<file path="src/rtl/painel_pedidos_tx.sv">
// Operator-panel UART transmitter: queues transport requests, merges control commands, sends 8N1 bytes.
// Optional build macro PAINEL_TX_PARIDADE_EN inserts an even-parity bit between data and stop.
//
// state    | meaning
// OCIOSO   | line idle, waiting for a pending command or a queued request
// CARREGA  | latch the next byte (command flags first, else FIFO head)
// START    | start bit, TX low
// DADOS    | 8 data bits, LSB first
// PARIDADE | even parity bit (only with PAINEL_TX_PARIDADE_EN)
// STOP     | stop bit, TX high
module painel_pedidos_tx #(
  parameter int BAUD_DIV     = 434,
  parameter int PROFUNDIDADE = 8,
  parameter int LOG_PROF     = 3
) (
  input  logic       clock,
  input  logic       reset,
  input  logic       pedido_valido,
  input  logic [1:0] pedido_origem,
  input  logic [1:0] pedido_destino,
  input  logic [1:0] pedido_tipo,
  output logic       pedido_pronto,
  output logic       erro_pedido,
  input  logic       cmd_iniciar,
  input  logic       cmd_reset,
  input  logic       cmd_emergencia,
  output logic       TX,
  output logic       ocupado,
  output logic       fila_vazia,
  output logic       fila_cheia,
  output logic [2:0] db_estado
);

  localparam int CW = (BAUD_DIV > 1) ? $clog2(BAUD_DIV) : 1;
  localparam logic [CW-1:0] BAUD_FIM = CW'(BAUD_DIV - 1);
  localparam logic [LOG_PROF:0] OCUP_CHEIA = PROFUNDIDADE[LOG_PROF:0];

`ifdef PAINEL_TX_PARIDADE_EN
  typedef enum logic [2:0] {
    OCIOSO   = 3'd0,
    CARREGA  = 3'd1,
    START    = 3'd2,
    DADOS    = 3'd3,
    STOP     = 3'd4,
    PARIDADE = 3'd5
  } estado_t;
`else
  typedef enum logic [2:0] {
    OCIOSO  = 3'd0,
    CARREGA = 3'd1,
    START   = 3'd2,
    DADOS   = 3'd3,
    STOP    = 3'd4
  } estado_t;
`endif

  estado_t estado, estado_prox;

  logic [CW-1:0]       baud_cnt;
  logic [2:0]          bit_cnt, bit_prox;
  logic [7:0]          dado;
  logic                tx_prox;
  logic                baud_fim;

  logic [5:0]          fila [PROFUNDIDADE];
  logic [LOG_PROF-1:0] ptr_esc, ptr_lei;
  logic [LOG_PROF:0]   ocupacao;

  logic                flag_ini, flag_rst, flag_emg;
  logic                tem_flag;
  logic                pedido_ok;
  logic                escreve, le, consome_cmd;
  logic [7:0]          byte_ctrl, byte_pedido;

  assign baud_fim    = (baud_cnt == BAUD_FIM);
  assign tem_flag    = flag_ini | flag_rst | flag_emg;
  assign fila_vazia  = (ocupacao == '0);
  assign fila_cheia  = (ocupacao == OCUP_CHEIA);
  assign pedido_pronto = ~fila_cheia;
  assign ocupado     = (estado != OCIOSO);
  assign db_estado   = estado;

  assign pedido_ok   = (pedido_tipo != 2'b00) && (pedido_origem != pedido_destino);
  assign escreve     = pedido_valido && pedido_pronto && pedido_ok;
  // Command flags win over the FIFO head whenever both are waiting.
  assign consome_cmd = (estado == CARREGA) && tem_flag;
  assign le          = (estado == CARREGA) && !tem_flag && !fila_vazia;

  assign byte_ctrl   = {1'b1, 2'b00, flag_emg, 1'b0, flag_rst, 1'b0, flag_ini};
  assign byte_pedido = {2'b00, fila[ptr_lei]};

  always_ff @(posedge clock) begin
    if (reset) begin
      estado <= OCIOSO;
    end else begin
      estado <= estado_prox;
    end
  end

  always_comb begin
    estado_prox = estado;
    case (estado)
      OCIOSO:  if (tem_flag || !fila_vazia) estado_prox = CARREGA;
      CARREGA: estado_prox = START;
      START:   if (baud_fim) estado_prox = DADOS;
`ifdef PAINEL_TX_PARIDADE_EN
      DADOS:    if (baud_fim && bit_cnt == 3'd7) estado_prox = PARIDADE;
      PARIDADE: if (baud_fim) estado_prox = STOP;
`else
      DADOS:   if (baud_fim && bit_cnt == 3'd7) estado_prox = STOP;
`endif
      STOP:    if (baud_fim) estado_prox = OCIOSO;
      default: estado_prox = OCIOSO;
    endcase
  end

  always_comb begin
    bit_prox = bit_cnt;
    if (estado_prox == DADOS && estado != DADOS) begin
      bit_prox = 3'd0;
    end else if (estado == DADOS && baud_fim) begin
      bit_prox = bit_cnt + 3'd1;
    end
  end

  // TX follows the state being entered so the line changes on the same edge as the FSM.
  always_comb begin
    tx_prox = 1'b1;
    case (estado_prox)
      START:    tx_prox = 1'b0;
      DADOS:    tx_prox = dado[bit_prox];
`ifdef PAINEL_TX_PARIDADE_EN
      PARIDADE: tx_prox = ^dado;
`endif
      default:  tx_prox = 1'b1;
    endcase
  end

  always_ff @(posedge clock) begin
    if (reset) begin
      baud_cnt <= '0;
      bit_cnt  <= 3'd0;
      TX       <= 1'b1;
    end else begin
      bit_cnt <= bit_prox;
      TX      <= tx_prox;
      if (estado_prox != estado || baud_fim) begin
        baud_cnt <= '0;
      end else begin
        baud_cnt <= baud_cnt + 1'b1;
      end
    end
  end

  always_ff @(posedge clock) begin
    if (reset) begin
      dado <= 8'h00;
    end else if (estado == CARREGA) begin
      dado <= tem_flag ? byte_ctrl : byte_pedido;
    end
  end

  // A pulse landing on the consuming edge survives into the next command byte.
  always_ff @(posedge clock) begin
    if (reset) begin
      flag_ini <= 1'b0;
      flag_rst <= 1'b0;
      flag_emg <= 1'b0;
    end else if (consome_cmd) begin
      flag_ini <= cmd_iniciar;
      flag_rst <= cmd_reset;
      flag_emg <= cmd_emergencia;
    end else begin
      flag_ini <= flag_ini | cmd_iniciar;
      flag_rst <= flag_rst | cmd_reset;
      flag_emg <= flag_emg | cmd_emergencia;
    end
  end

  always_ff @(posedge clock) begin
    if (reset) begin
      erro_pedido <= 1'b0;
    end else begin
      erro_pedido <= pedido_valido && pedido_pronto && !pedido_ok;
    end
  end

  always_ff @(posedge clock) begin
    if (escreve) begin
      fila[ptr_esc] <= {pedido_tipo, pedido_destino, pedido_origem};
    end
  end

  always_ff @(posedge clock) begin
    if (reset) begin
      ptr_esc  <= '0;
      ptr_lei  <= '0;
      ocupacao <= '0;
    end else begin
      if (escreve) ptr_esc <= ptr_esc + 1'b1;
      if (le)      ptr_lei <= ptr_lei + 1'b1;
      case ({escreve, le})
        2'b10:   ocupacao <= ocupacao + 1'b1;
        2'b01:   ocupacao <= ocupacao - 1'b1;
        default: ocupacao <= ocupacao;
      endcase
    end
  end

endmodule

</file>
<file path="config.mk">
export PLATFORM = sky130hd
export DESIGN_NAME = painel_pedidos_tx
export DESIGN_NICKNAME = d
export VERILOG_FILES = /design/src/rtl/painel_pedidos_tx.sv
export SDC_FILE = /design/constraint.sdc
export NUM_CORES = 1
export LEC_CHECK = 0
export BUFFER_PORTS_ARGS = -buffer_cell sky130_fd_sc_hd__buf_2
export CAP_MARGIN = 20
export CELL_PAD_IN_SITES_DETAIL_PLACEMENT = 1
export CELL_PAD_IN_SITES_GLOBAL_PLACEMENT = 1
export CORE_MARGIN = 2
export CORE_UTILIZATION = 45
export CTS_CLUSTER_SIZE = 30
export DETAILED_ROUTE_END_ITERATION = 8
export PLACE_DENSITY = 0.71
export SYNTH_ARGS = -nofsm -noshare
export SYNTH_HDL_FRONTEND = slang
export SYNTH_SLANG_ARGS = --single-unit
</file>
<file path="constraint.sdc">
create_clock -name clock -period 2.75 [get_ports clock]
set_clock_uncertainty 0.05 [all_clocks]
set_input_delay 0.6875 -clock clock [delete_from_list [all_inputs] [get_ports clock]]
set_output_delay 0.6875 -clock clock [all_outputs]
set_load 0.01 [all_outputs]
</file>
# Word level (Yosys, flattened, before mapping)
# Memories as Yosys holds them, arrays and structs flattened. A register that Yosys moved wholly into a read port is not among the register bits.
# Cells that the tools add are included.
# totals
regBits	38
ram_bits	48
inputBits	12
out_inout_bits	9
n_memories	1
# classes
add_sub_neg	6
n_lt_le_gt_ge	1
eq_ne	14
muxes	19
n_bitwise	6
n_reduce_logical	21
# memory_table
name	depth	word_bits	read_ports	rd_ports_with_merged_regs	wr	line_no	text
fila	8	6	1	1	1	65	logic [5:0] fila [PROFUNDIDADE];
# ops
operator	n
two-way mux 3 bit	8
case mux 3 bit (5 select lines)	1
== test 3 x 2 -> 1 bit, second input constant	4
logical AND 1 bit	10
adder 3 x 1 -> 3 bit, second input constant	3
adder 9 x 1 -> 9 bit, second input constant	1
== test 9 bit, second input constant	1
two-way mux 8 bit	1
case mux 4 bit (2 select lines)	1
== test 3 bit, second input constant	2
two-way mux 1 bit	6
bitwise OR 1 bit	5
adder 4 x 1 -> 4 bit, second input constant	1
== test 4 bit, second input constant	1
zero test 4 bit	1
< comparator 3 x 4 -> 1 bit, second input constant	1
nonzero test 2 bit	2
subtractor 4 x 1 -> 4 bit, second input constant	1
binary-select mux 1 bit (select 3 bit)	1
== test 3 x 1 -> 1 bit, second input constant	1
zero test 1 bit	3
zero test 3 bit	1
inequality test 3 x 2 -> 1 bit, second input constant	1
inequality test 3 bit	1
other kinds (8)	9

# Logic depth before layout (Yosys ltp)
# Gate-level depths: netlist (run 1).
# depth
ltp_word	11
ltp_mapped	10

# Least setup slack after synthesis (run 1)
# OpenSTA, ideal clock, no wires.
# synth_timing
path_type	input to register
startpoint	in pedido_origem[0]
endpoint	reg ocupacao[3]
setup_ps	71
t_arrival_ps	2609
required_time_ps	2629
path_slack_ps	20
path_stages	10
cell_sequence	xnor2_1 > a21oi_1 > nand3_1 > ha_1 > ha_1 > a21o_2 > a21oi_1 > xnor2_1 > or3_1 > a21oi_1
# synth_via
elab_chain_len	5
word_cells_on_any_way	7
# synth_rtl
item	line_no	text
start, declared	19	input logic [1:0] pedido_origem,
inequality test 2 bit *	83	assign pedido_ok = (pedido_tipo != 2'b00) && (pedido_origem != pedido_destino);
logical AND 1 bit *	83	
logical AND 1 bit *	84	assign escreve = pedido_valido && pedido_pronto && pedido_ok;
== test 2 x 1 -> 1 bit or == test 2 bit (tied branches)	202	case ({escreve, le})
case mux 4 bit (2 select lines) or nonzero test 2 bit (tied branches)	n/a	
end signal, assigned	203	2'b10: ocupacao <= ocupacao + 1'b1;
end signal, assigned	204	2'b01: ocupacao <= ocupacao - 1'b1;
end signal, assigned	205	default: ocupacao <= ocupacao;
end, declared	67	logic [LOG_PROF:0] ocupacao;
# Every way passes the cells marked *; elsewhere a longest branch is shown, timed or not.
# A chain may end at the register's enable or synchronous reset.

# Worst setup path after layout (run 1)
# layout_timing
startpoint	in pedido_origem[1]
endpoint	reg ocupacao[3]
# The elaborated chain is that of the path after synthesis.

==> parameters.txt, run 1 <==
Parameter                              Value

Status
  Status ... complete, no violations

Pwr
  Power share of the clock group ... 0.327
  Maximum resistive drop on vdd ... 0.293 mV
  Leakage power total ... 1.58 nW
  Sequential fraction of design power ... 0.552
  Internal power consumption ... 1.93 mW
  Switching power total ... 0.723 mW
  Fraction of power spent switching nets ... 0.272
  Tot Pwr ... 2.66 mW
  Total power divided by cell area ... 605 nW/um2
  Portion of total power attributed to combinational logic ... 0.121

Yosys
  Post-synthesis area per instance ... 13.0 um2
  Predominant post-synthesis flop cell ... edfxtp_1
  Number of distinct library cell variants in the gate-level netlist after synthesis ... 53
  Post-synthesis sequential area ratio ... 0.590
  Asr flop ratio synth ... 0
  Post-synth design cell area ... 3800 um2
  Number of synthesis warnings ... 0
  Post-synth EDFFs ... 48
  Flip-flop and latch count after synthesis ... 88
  Number of instances in the synthesized netlist ... 291
  Syn_nets ... 313

Setup path
  Worst R2R Start ... db_estado[2]$_SDFF_PP0_
  Reg2reg path depth ... 9
  Last element of the critical path ... ocupacao[3]$_SDFFE_PP0P_
  Data required time of the worst path ... 2980 ps
  Critical Path Start Type ... input pin
  Capture point of the worst reg-to-reg path ... ocupacao[3]$_SDFFE_PP0P_
  Sort of element at the end of the critical path ... flop
  Worst setup path category ... in -> reg
  Critical-path maximum fanout ... 3
  Worst-case register-to-register setup slack ... 200 ps
  Arrival time at the worst endpoint ... 2820 ps
  Start point of the critical path ... pedido_origem[1]

Placement
  Cells after DPL ... 435
  Number of port buffers ... 20
  Total half-perimeter wirelength after legalization and detailed placement ... 5780 um
  Placed instance area ... 4190 um2
  Global placement routability congestion ... 0.801

Clock network
  Post-cts hold buffer count ... 0
  Clock tree from TritonCTS ... yes
  Clock-pin slew on the worst setup and hold paths ... 90 ps
  Clock root buffer master ... clkbuf_8
  Number of clock sinks ... 88
  Maximum clock insertion buffer count ... 2
  Clock buffers created by TritonCTS ... 9
  Clock latency on the worst-skew pair ... 360 ps
  CTS H-Tree Depth ... 3

Die
  Floorplan die area ... 9190 um2
  Number of top-level pins ... 21
  Total core area ... 8220 um2
  Die Wd ... 95.9 um
  Initial core utilization ... 0.462
  Number of cell rows ... 33
  DIE HEIGHT ... 95.9 um

STA
  Final clock period utilization by the worst path ... 0.944
  Maximum frequency from static timing analysis ... 385 MHz
  Fin crit period ... 2600 ps
  Tightest slew margin relative to the limit ... 0.558
  Worst slack on hold paths ... 423 ps
  Number of endpoints with negative hold slack in the final report ... 0
  Transition at the pin with the smallest max-transition slack ... 662 ps
  Number of pins exceeding their max-slew limit in the final report ... 0
  RSZ-0062 raised after global routing ... false
  Setup Viol. Count Final ... 0

Global route
  Initial antenna violation count ... 0
  GRT overflow ... 0
  Global-route usage over all layers ... 0.187
  Via count of the first global-routing pass ... 2607
  Wire length of the first global-routing pass ... 12900 um
  Pin count of the biggest net entering global routing ... 23

Final layout
  Share of post-route cells with drive strength above 1 ... 0.286
  Nets ... 363
  Fill cell instance count of the final layout ... 866
  Utilization after layout ... 0.534
  Leading cell types in the layout, fill and taps excluded ... edfxtp_1 (48), dfxtp_1 (39), nor2_1 (36)
  Relative area change from synthesis to final layout ... 15.6%
  Post-route cell area ... 4390 um2
  Antenna Diode Count ... 0
  Most common cell after layout, fill and taps aside ... edfxtp_1
  Non-filler cells in the finished layout ... 451

Route
  DRT Pass-1 Iters ... 4
  Post-detailed-route wirelength per cell ... 17.2 um
  Post-detailed-routing wire length ... 7740 um
  DRC violations left ... 0
  Vias/cell ... 5.37
  Starting DRC count in detailed routing ... 63
  Vias post-DR ... 2423
  Final ANT Viol Nets ... 0

Min path
  Class of the tightest hold or removal check ... reg -> reg

Run
  Max-Cap Viols ... 0
[sequential cells by signal (all words and copies together) (netlist names), named ones only]
name and count:
fila 48, baud_cnt 9, dado 7, ocupacao 4, bit_cnt 3, db_estado 3
ptr_esc 3, ptr_lei 3, TX 1, erro_pedido 1, flag_emg 1, flag_ini 1
flag_rst 1
[layout make-up]
cell class                      count  area (um2)  share of cell area
Multi-Input combinational cell    185        1460               0.334
Clock buffer                        9         124              0.0282
Tap cell                          105         131              0.0299
Clock inverter                      7        73.8              0.0168
Sequential cell                    88        2240               0.511
Inverter                            7        26.3             0.00599
Timing Repair Buffer               50         325              0.0741
[worst max-delay path: stages]
cell	delay, ps
buf_2	130
xnor2_1	160
a21oi_1	230
nand3_1	140
ha_1	240
ha_1	280
a21o_2	210
a21oi_1	170
xnor2_1	100
or3_1	320
a21oi_1	170
[stage by stage]
step | worst slack [ps] | TNS (ps)
after floorplan | 20.0 | 0
after global placement | -116 | -116
after detailed placement | -233 | -233
after CTS | 15.2 | 0
after global routing | 0.790 | 0
final | 154 | 0
[cell usage after synthesis (2+ instances only)]
cell	count	area, um2
xnor2_1	8	70.1
nand4_1	6	37.5
nor2_2	7	43.8
nand3_1	4	20.0
and3_1	5	31.3
nor2_1	36	135
buf_2	2	10.0
o21a_1	2	15.0
xor2_1	6	52.6
inv_1	7	26.3
o211ai_1	2	15.0
buf_6	3	33.8
nor3b_1	7	52.6
nor2b_1	2	12.5
nand2_1	9	33.8
a21oi_1	10	50.1
ha_1	9	113
clkbuf_1	3	11.3
dfxtp_1	40	801
mux2i_1	10	100
and2_1	2	12.5
buf_1	2	7.51
and4_1	2	17.5
nor3_1	4	20.0
a21oi_2	2	17.5
or3_1	5	31.3
mux4_2	12	270
edfxtp_1	48	1440
o21ai_0	12	60.1
[how the worst min path moves through the flow]
stage,from,end,slack [ps],cells after the start
2_1_floorplan,dado[3]$_SDFFE_PP0P_,dado[3]$_SDFFE_PP0P_,370,2
3_3_place_gp,dado[5]$_SDFFE_PP0P_,dado[5]$_SDFFE_PP0P_,400,2
3_5_place_dp,dado[3]$_SDFFE_PP0P_,dado[3]$_SDFFE_PP0P_,410,2
4_1_cts,dado[3]$_SDFFE_PP0P_,dado[3]$_SDFFE_PP0P_,430,2
5_1_grt,dado[3]$_SDFFE_PP0P_,dado[3]$_SDFFE_PP0P_,460,2
6_report,dado[3]$_SDFFE_PP0P_,dado[3]$_SDFFE_PP0P_,420,2
[per-layer routing]
metal	GRT usage	wire length (um)
met5	0	0
met4	0.0631	99
met3	0.0235	225
met2	0.347	4100
met1	0.224	3320
[cells by family after synthesis]
family | after synthesis | share of synthesized area
DFF | 88 | 0.590
and+or+nand+nor | 100 | 0.153
muxes | 23 | 0.100
AOI/OAI and AO/OA | 38 | 0.0639
buffers and inverters | 18 | 0.0247
adders and majority gates | 10 | 0.0349
xor gates and xnor gates | 14 | 0.0323
[what timing repair did]
item,4_1_cts,5_1_grt
endpoints found under the setup margin,0,1
buffers inserted,0,0
gates resized for setup,0,2
[power groups by stage]
stage          Combinational, mW  Sequential [mW]  Clock [mW]
2_1_floorplan              0.207             1.50           0
3_3_place_gp               0.314             1.50           0
3_5_place_dp               0.324             1.50           0
4_1_cts                    0.325             1.47       0.892
5_1_grt                    0.362             1.48       0.941
6_report                   0.321             1.47       0.869
Note: power is estimated with default switching activity, not from simulation.
==> inputs of run 2 (changes only) <==
--- a/config.mk
+++ b/config.mk
@@ -10,10 +10,10 @@
 export CELL_PAD_IN_SITES_DETAIL_PLACEMENT = 1
 export CELL_PAD_IN_SITES_GLOBAL_PLACEMENT = 1
 export CORE_MARGIN = 2
-export CORE_UTILIZATION = 45
+export CORE_UTILIZATION = 54
 export CTS_CLUSTER_SIZE = 30
 export DETAILED_ROUTE_END_ITERATION = 8
-export PLACE_DENSITY = 0.71
+export PLACE_DENSITY = 0.8
 export SYNTH_ARGS = -nofsm -noshare
 export SYNTH_HDL_FRONTEND = slang
 export SYNTH_SLANG_ARGS = --single-unit
==> constraint.sdc (replaced) <==
create_clock -name clock -period 3 [get_ports clock]
set_clock_uncertainty 0.05 [all_clocks]
set_input_delay 0.75 -clock clock [delete_from_list [all_inputs] [get_ports clock]]
set_output_delay 0.75 -clock clock [all_outputs]
set_load 0.01 [all_outputs]
==> run 2 against run 1 <==
Net effect: via count about the same; hold slack worse by 3.3 ps; flip-flop and latch count did not move; setup slack gained 1.2 ps; critical path depth shrank 2.
==> parameters.txt, run 2 (synthesis results as in run 1) <==
Parameter                              Value

Route
  Starting DRC count in detailed routing ... 89
  Post-detailed-routing wire length ... 8130 um
  Post-detailed-route wirelength per cell ... 19.0 um
  Final ANT Viol Nets ... 0
  Vias/cell ... 5.65
  DRT Pass-1 Iters ... 4
  Vias post-DR ... 2424
  DRC violations left ... 0

Die
  Floorplan die area ... 7720 um2
  DIE HEIGHT ... 87.9 um
  Number of cell rows ... 30
  Die Wd ... 87.9 um
  Total core area ... 6790 um2
  Initial core utilization ... 0.559
  Number of top-level pins ... 21

Global route
  Global-route usage over all layers ... 0.233
  GRT overflow ... 0
  Via count of the first global-routing pass ... 2537
  Wire length of the first global-routing pass ... 13100 um
  Pin count of the biggest net entering global routing ... 29
  Initial antenna violation count ... 0

STA
  Number of endpoints with negative hold slack in the final report ... 0
  Tightest slew margin relative to the limit ... 0.399
  Maximum frequency from static timing analysis ... 352 MHz
  Setup Viol. Count Final ... 0
  Transition at the pin with the smallest max-transition slack ... 900 ps
  RSZ-0062 raised after global routing ... false
  Least setup slack across all paths after layout ... 156 ps
  Worst slack on hold paths ... 420 ps
  Number of pins exceeding their max-slew limit in the final report ... 0
  Final clock period utilization by the worst path ... 0.948
  Fin crit period ... 2840 ps
  Fin Setup TNS ... 0 ps

Placement
  Number of port buffers ... 20
  Worst slack at placement ... -57.5 ps
  Total half-perimeter wirelength after legalization and detailed placement ... 5890 um
  Global placement routability congestion ... 0.781

Min path
  Class of the tightest hold or removal check ... reg -> reg
  Endpoint with the worst hold slack ... dado[3]$_SDFFE_PP0P_
  Hold Path Depth ... 2
  Start point of the worst hold path ... dado[3]$_SDFFE_PP0P_

Pwr
  Leakage power total ... 1.51 nW
  Tot Pwr ... 2.45 mW
  Fraction of power spent switching nets ... 0.257
  Total power divided by cell area ... 574 nW/um2
  Switching power total ... 0.630 mW
  Portion of total power attributed to combinational logic ... 0.114
  Internal power consumption ... 1.82 mW
  Power share of the clock group ... 0.334
  Sequential fraction of design power ... 0.551
  Maximum resistive drop on vdd ... 0.357 mV

Final layout
  Utilization after layout ... 0.629
  Antenna Diode Count ... 0
  Most common cell after layout, fill and taps aside ... edfxtp_1
  Footprint of the multi-input gates ... 1460 um2
  Register name with the most flops ... fila
  Biggest registers after layout ... fila (48), baud_cnt (9), dado (7)
  Fill cell instance count of the final layout ... 689
  Leading cell types in the layout, fill and taps excluded ... edfxtp_1 (48), dfxtp_1 (40), nor2_1 (36)
  Storage element area ... 2240 um2
  Relative area change from synthesis to final layout ... 12.5%
  Share of post-route cells with drive strength above 1 ... 0.249
  Nets ... 350
  Flip-flop count of the largest register after layout ... 48

Clock network
  Number of instances resized during post-cts repair ... 0
  Clock buffers created by TritonCTS ... 9
  Post-cts hold buffer count ... 0
  CTS H-Tree Depth ... 3
  Number of clock sinks ... 88
  Clock tree from TritonCTS ... yes
  Maximum clock insertion buffer count ... 2
  Clock root buffer master ... clkbuf_8
  Total setup buffers inserted after CTS ... 0
  Clock latency on the worst-skew pair ... 360 ps
  Clock-pin slew on the worst setup and hold paths ... 90 ps

Run
  Max-Cap Viols ... 0

Setup path
  Worst setup path category ... reg -> reg
  Worst-case register-to-register setup slack ... 160 ps
  Sort of element at the end of the critical path ... flop
  Capture point of the worst reg-to-reg path ... ocupacao[3]$_SDFFE_PP0P_
  Critical Path Start Type ... flop
  Reg2reg path depth ... 9
  Data required time of the worst path ... 3240 ps
  Worst R2R Start ... db_estado[2]$_SDFF_PP0_
  Critical-path maximum fanout ... 7
  Arrival time at the worst endpoint ... 3080 ps

Status
  Status ... complete, no violations
## run 2: changes by cell type in the layout (fill, tap and decap cells not counted), sizes merged
cell      previous run  this run
buf                 50        37
bufinv               0         1
clkbuf               9        10
clkinv               4         3
clkinvlp             0         1
inv                 10         8
## run 2: through the flow
step	cells	cell area, um2
4_1_cts	429	4270
3_3_place_gp	413	4080
3_5_place_dp	413	4080
6_report	429	4270
5_1_grt	429	4270
2_1_floorplan	291	3800
## run 2: how the worst max path moves through the flow
stage | start | cells past startpoint | end
6_report | db_estado[2]$_SDFF_PP0_ | 9 | ocupacao[3]$_SDFFE_PP0P_
3_3_place_gp | pedido_destino[1] | 11 | ocupacao[3]$_SDFFE_PP0P_
2_1_floorplan | pedido_origem[0] | 10 | ocupacao[3]$_SDFFE_PP0P_
5_1_grt | db_estado[2]$_SDFF_PP0_ | 9 | ocupacao[3]$_SDFFE_PP0P_
4_1_cts | db_estado[2]$_SDFF_PP0_ | 9 | ocupacao[3]$_SDFFE_PP0P_
3_5_place_dp | pedido_origem[1] | 11 | ocupacao[3]$_SDFFE_PP0P_
## run 2: area by class of cell
cell class,instances,share of cell area
clock buffer,10,0.0299
sequential,88,0.525
clock inverter,6,0.0158
multi-input combinational,185,0.342
tap,96,0.0281
timing repair buffer,37,0.0533
inverter,7,0.00615
## run 2: critical path, cell delays in order, from the launching register on
cell and delay, ps:
dfxtp_1 370, or3b_2 540, nor3_4 330, ha_1 280, ha_1 250, a21o_2 220
a21oi_1 170, xnor2_1 100, or3_1 320, a21oi_1 140
## run 2: power by group through the flow
stage	logic [mW]	registers, mW	clock network (mW)
after floorplan	0.190	1.37	0
after global placement	0.268	1.37	0
after detailed placement	0.283	1.38	0
after CTS	0.283	1.35	0.837
after global routing	0.313	1.36	0.878
final	0.280	1.35	0.819
## run 2: layer usage
metal | up-vias | track usage | share of wire
li1 | 1154 | - | -
met1 | 1192 | 0.280 | 0.42
met2 | 58 | 0.392 | 0.51
met3 | 20 | 0.0669 | 0.048
met4 | 0 | 0.101 | 0.031
met5 | - | 0 | 0
==> inputs of run 3 (changes only) <==
--- a/config.mk
+++ b/config.mk
@@ -10,10 +10,11 @@
 export CELL_PAD_IN_SITES_DETAIL_PLACEMENT = 1
 export CELL_PAD_IN_SITES_GLOBAL_PLACEMENT = 1
 export CORE_MARGIN = 2
-export CORE_UTILIZATION = 54
+export CORE_UTILIZATION = 56
+export CTS_BUF_LIST = sky130_fd_sc_hd__clkbuf_8
 export CTS_CLUSTER_SIZE = 30
 export DETAILED_ROUTE_END_ITERATION = 8
-export PLACE_DENSITY = 0.8
+export PLACE_DENSITY = 0.83
 export SYNTH_ARGS = -nofsm -noshare
 export SYNTH_HDL_FRONTEND = slang
 export SYNTH_SLANG_ARGS = --single-unit
==> run 3 against run 2 <==
Net effect: hold slack improved by 20 ps; first-iteration DRC count grew 63%; count of clock-buffer cells in the layout is 1 lower; highest routed layer unchanged; largest power group unchanged; combinational power grew 4%; sequential power barely moved; fmax fell by 0.14%; clock power down 8.4%; cell area decreased by 0.70%; core utilization increased by 0.61 points.
==> parameters.txt, run 3 (synthesis results as in run 1) <==
Parameter                              Value

STA
  Final clock period utilization by the worst path ... 0.949
  Number of endpoints with negative hold slack in the final report ... 0
  Transition at the pin with the smallest max-transition slack ... 714 ps
  Number of pins exceeding their max-slew limit in the final report ... 0
  Tightest slew margin relative to the limit ... 0.523
  Setup Viol. Count Final ... 0
  RSZ-0062 raised after global routing ... false
  Fin crit period ... 2850 ps
  Maximum frequency from static timing analysis ... 351 MHz

Final layout
  Register name with the most flops ... fila
  Relative area change from synthesis to final layout ... 11.7%
  Utilization after layout ... 0.635
  Biggest registers after layout ... fila (48), baud_cnt (9), dado (7)
  Leading cell types in the layout, fill and taps excluded ... edfxtp_1 (48), dfxtp_1 (40), nor2_1 (36)
  Nets ... 352
  Share of post-route cells with drive strength above 1 ... 0.254
  Antenna Diode Count ... 0
  Post-route cell area ... 4240 um2
  Most common cell after layout, fill and taps aside ... edfxtp_1
  Flip-flop count of the largest register after layout ... 48

Pwr
  Switching power total ... 0.657 mW
  Internal power consumption ... 1.73 mW
  Fraction of power spent switching nets ... 0.275
  Portion of total power attributed to combinational logic ... 0.121
  Power share of the clock group ... 0.314
  Leakage power total ... 1.51 nW
  Total power divided by cell area ... 564 nW/um2
  Sequential fraction of design power ... 0.565
  Maximum resistive drop on vdd ... 0.311 mV

Clock network
  CTS H-Tree Depth ... 3
  Maximum clock insertion buffer count ... 2
  Clock root buffer master ... clkbuf_8
  Number of instances resized during post-cts repair ... 0
  Number of clock sinks ... 88
  Clock-pin slew on the worst setup and hold paths ... 100 ps
  Clock latency on the worst-skew pair ... 360 ps
  Clock tree from TritonCTS ... yes
  Clock buffers created by TritonCTS ... 9

Route
  DRT Pass-1 Iters ... 4
  Vias post-DR ... 2505
  Post-detailed-route wirelength per cell ... 22.6 um
  Starting DRC count in detailed routing ... 145
  Vias/cell ... 6.04
  Final ANT Viol Nets ... 0
  DRC violations left ... 0
  Post-detailed-routing wire length ... 9360 um

Die
  Floorplan die area ... 7460 um2
  Initial core utilization ... 0.568
  Total core area ... 6680 um2
  Number of top-level pins ... 21
  Die Wd ... 86.3 um
  DIE HEIGHT ... 86.3 um
  Number of cell rows ... 30

Min path
  Endpoint with the worst hold slack ... baud_cnt[0]$_SDFF_PP0_
  Start point of the worst hold path ... baud_cnt[0]$_SDFF_PP0_
  Class of the tightest hold or removal check ... reg -> reg
  Hold Path Depth ... 1

Global route
  Global-route usage over all layers ... 0.273
  GRT overflow ... 0
  Via count of the first global-routing pass ... 2690
  Pin count of the biggest net entering global routing ... 26
  Wire length of the first global-routing pass ... 14700 um
  Initial antenna violation count ... 0

Setup path
  Worst R2R Start ... db_estado[2]$_SDFF_PP0_
  Cell at the slowest stage of the critical path ... or3b_2
  Arrival time at the worst endpoint ... 3090 ps
  Worst setup path category ... reg -> reg
  Reg2reg path depth ... 9
  Sort of element at the end of the critical path ... flop
  Critical Path Start Type ... flop
  Critical Path Max Stage Delay ... 610 ps
  Worst-case register-to-register setup slack ... 150 ps
  Critical-path maximum fanout ... 8
  Data required time of the worst path ... 3240 ps
  Capture point of the worst reg-to-reg path ... ocupacao[3]$_SDFFE_PP0P_
  Cell chain of the critical path ... or3b_2 > nor3_4 > ha_1 > ha_1 > a21o_2 > a21oi_1 > xnor2_1 > or3_1 > a21oi_1

Run
  Max-Cap Viols ... 0

Placement
  Total half-perimeter wirelength after legalization and detailed placement ... 6120 um
  Placed instance area ... 4060 um2
  Number of port buffers ... 20
  Global placement routability congestion ... 0.782

Status
  Status ... complete, no violations
## run 3: changes by cell type in the layout (fill, tap and decap cells not counted)
| cell | delta |
|---|---|
| buf_4 | +2 |
| bufinv_16 | -1 |
| clkbuf_1 | -1 |
| clkinv_1 | +1 |
| clkinv_2 | +1 |
| clkinv_4 | -1 |
| inv_6 | +1 |
## run 3: power groups by stage
stage | clock network [mW] | logic, mW | registers, mW
finish | 0.750 | 0.290 | 1.35
global route | 0.816 | 0.315 | 1.36
CTS | 0.767 | 0.290 | 1.35
detailed placement | 0 | 0.281 | 1.38
global placement | 0 | 0.263 | 1.37
floorplan | 0 | 0.190 | 1.37
## run 3: per-layer routing
layer | routed length, um | global-route usage
met3 | 301 | 0.0581
met2 | 5120 | 0.499
met4 | 230 | 0.107
met5 | 0 | 0
met1 | 3710 | 0.312
## run 3: timing repair
| item | 4_1_cts | 5_1_grt |
|---|---|---|
| setup buffers | 0 | 2 |
| hold buffers | 0 | 0 |
| endpoints found under the setup margin | 0 | 1 |
## run 3: area by class of cell
| cell class | instances | area [um2] |
|---|---|---|
| Clock buffer | 9 | 124 |
| Clock inverter | 7 | 46.3 |
| Fill cell | 650 | 2440 |
| Inverter | 7 | 26.3 |
| Multi-Input combinational cell | 185 | 1460 |
| Sequential cell | 88 | 2240 |
| Tap cell | 80 | 100 |
| Timing Repair Buffer | 39 | 243 |
## run 3: how the worst max path moves through the flow
stage | to | from | slack, ps | cells past startpoint
finish | ocupacao[3]$_SDFFE_PP0P_ | db_estado[2]$_SDFF_PP0_ | 150 | 9
global route | ocupacao[3]$_SDFFE_PP0P_ | db_estado[2]$_SDFF_PP0_ | 8 | 9
CTS | ocupacao[3]$_SDFFE_PP0P_ | db_estado[2]$_SDFF_PP0_ | 50 | 9
detailed placement | ocupacao[3]$_SDFFE_PP0P_ | pedido_origem[0] | -40 | 11
global placement | ocupacao[3]$_SDFFE_PP0P_ | pedido_origem[1] | 130 | 11
floorplan | ocupacao[3]$_SDFFE_PP0P_ | pedido_origem[0] | 210 | 10
## run 3: stage by stage
stage / hold slack (ps) / cells / total power [mW] / TNS, ps / setup slack (ps)
floorplan: 366 / 291 / 1.56 / 0 / 207
global placement: 394 / 397 / 1.64 / 0 / 129
detailed placement: 403 / 397 / 1.66 / -42.1 / -42.1
CTS: 439 / 413 / 2.41 / 0 / 49.5
global route: 475 / 415 / 2.49 / 0 / 8.21
finish: 439 / 415 / 2.39 / 0 / 152
## run 3: worst max-delay path, delay by kind of cell, from the launching register on
family,cells,cell delay (ps)
AOI/OAI and AO/OA,3,570
xor gates and xnor gates,1,110
adders and majority gates,2,530
DFF,1,370
and+or+nand+nor,3,1160
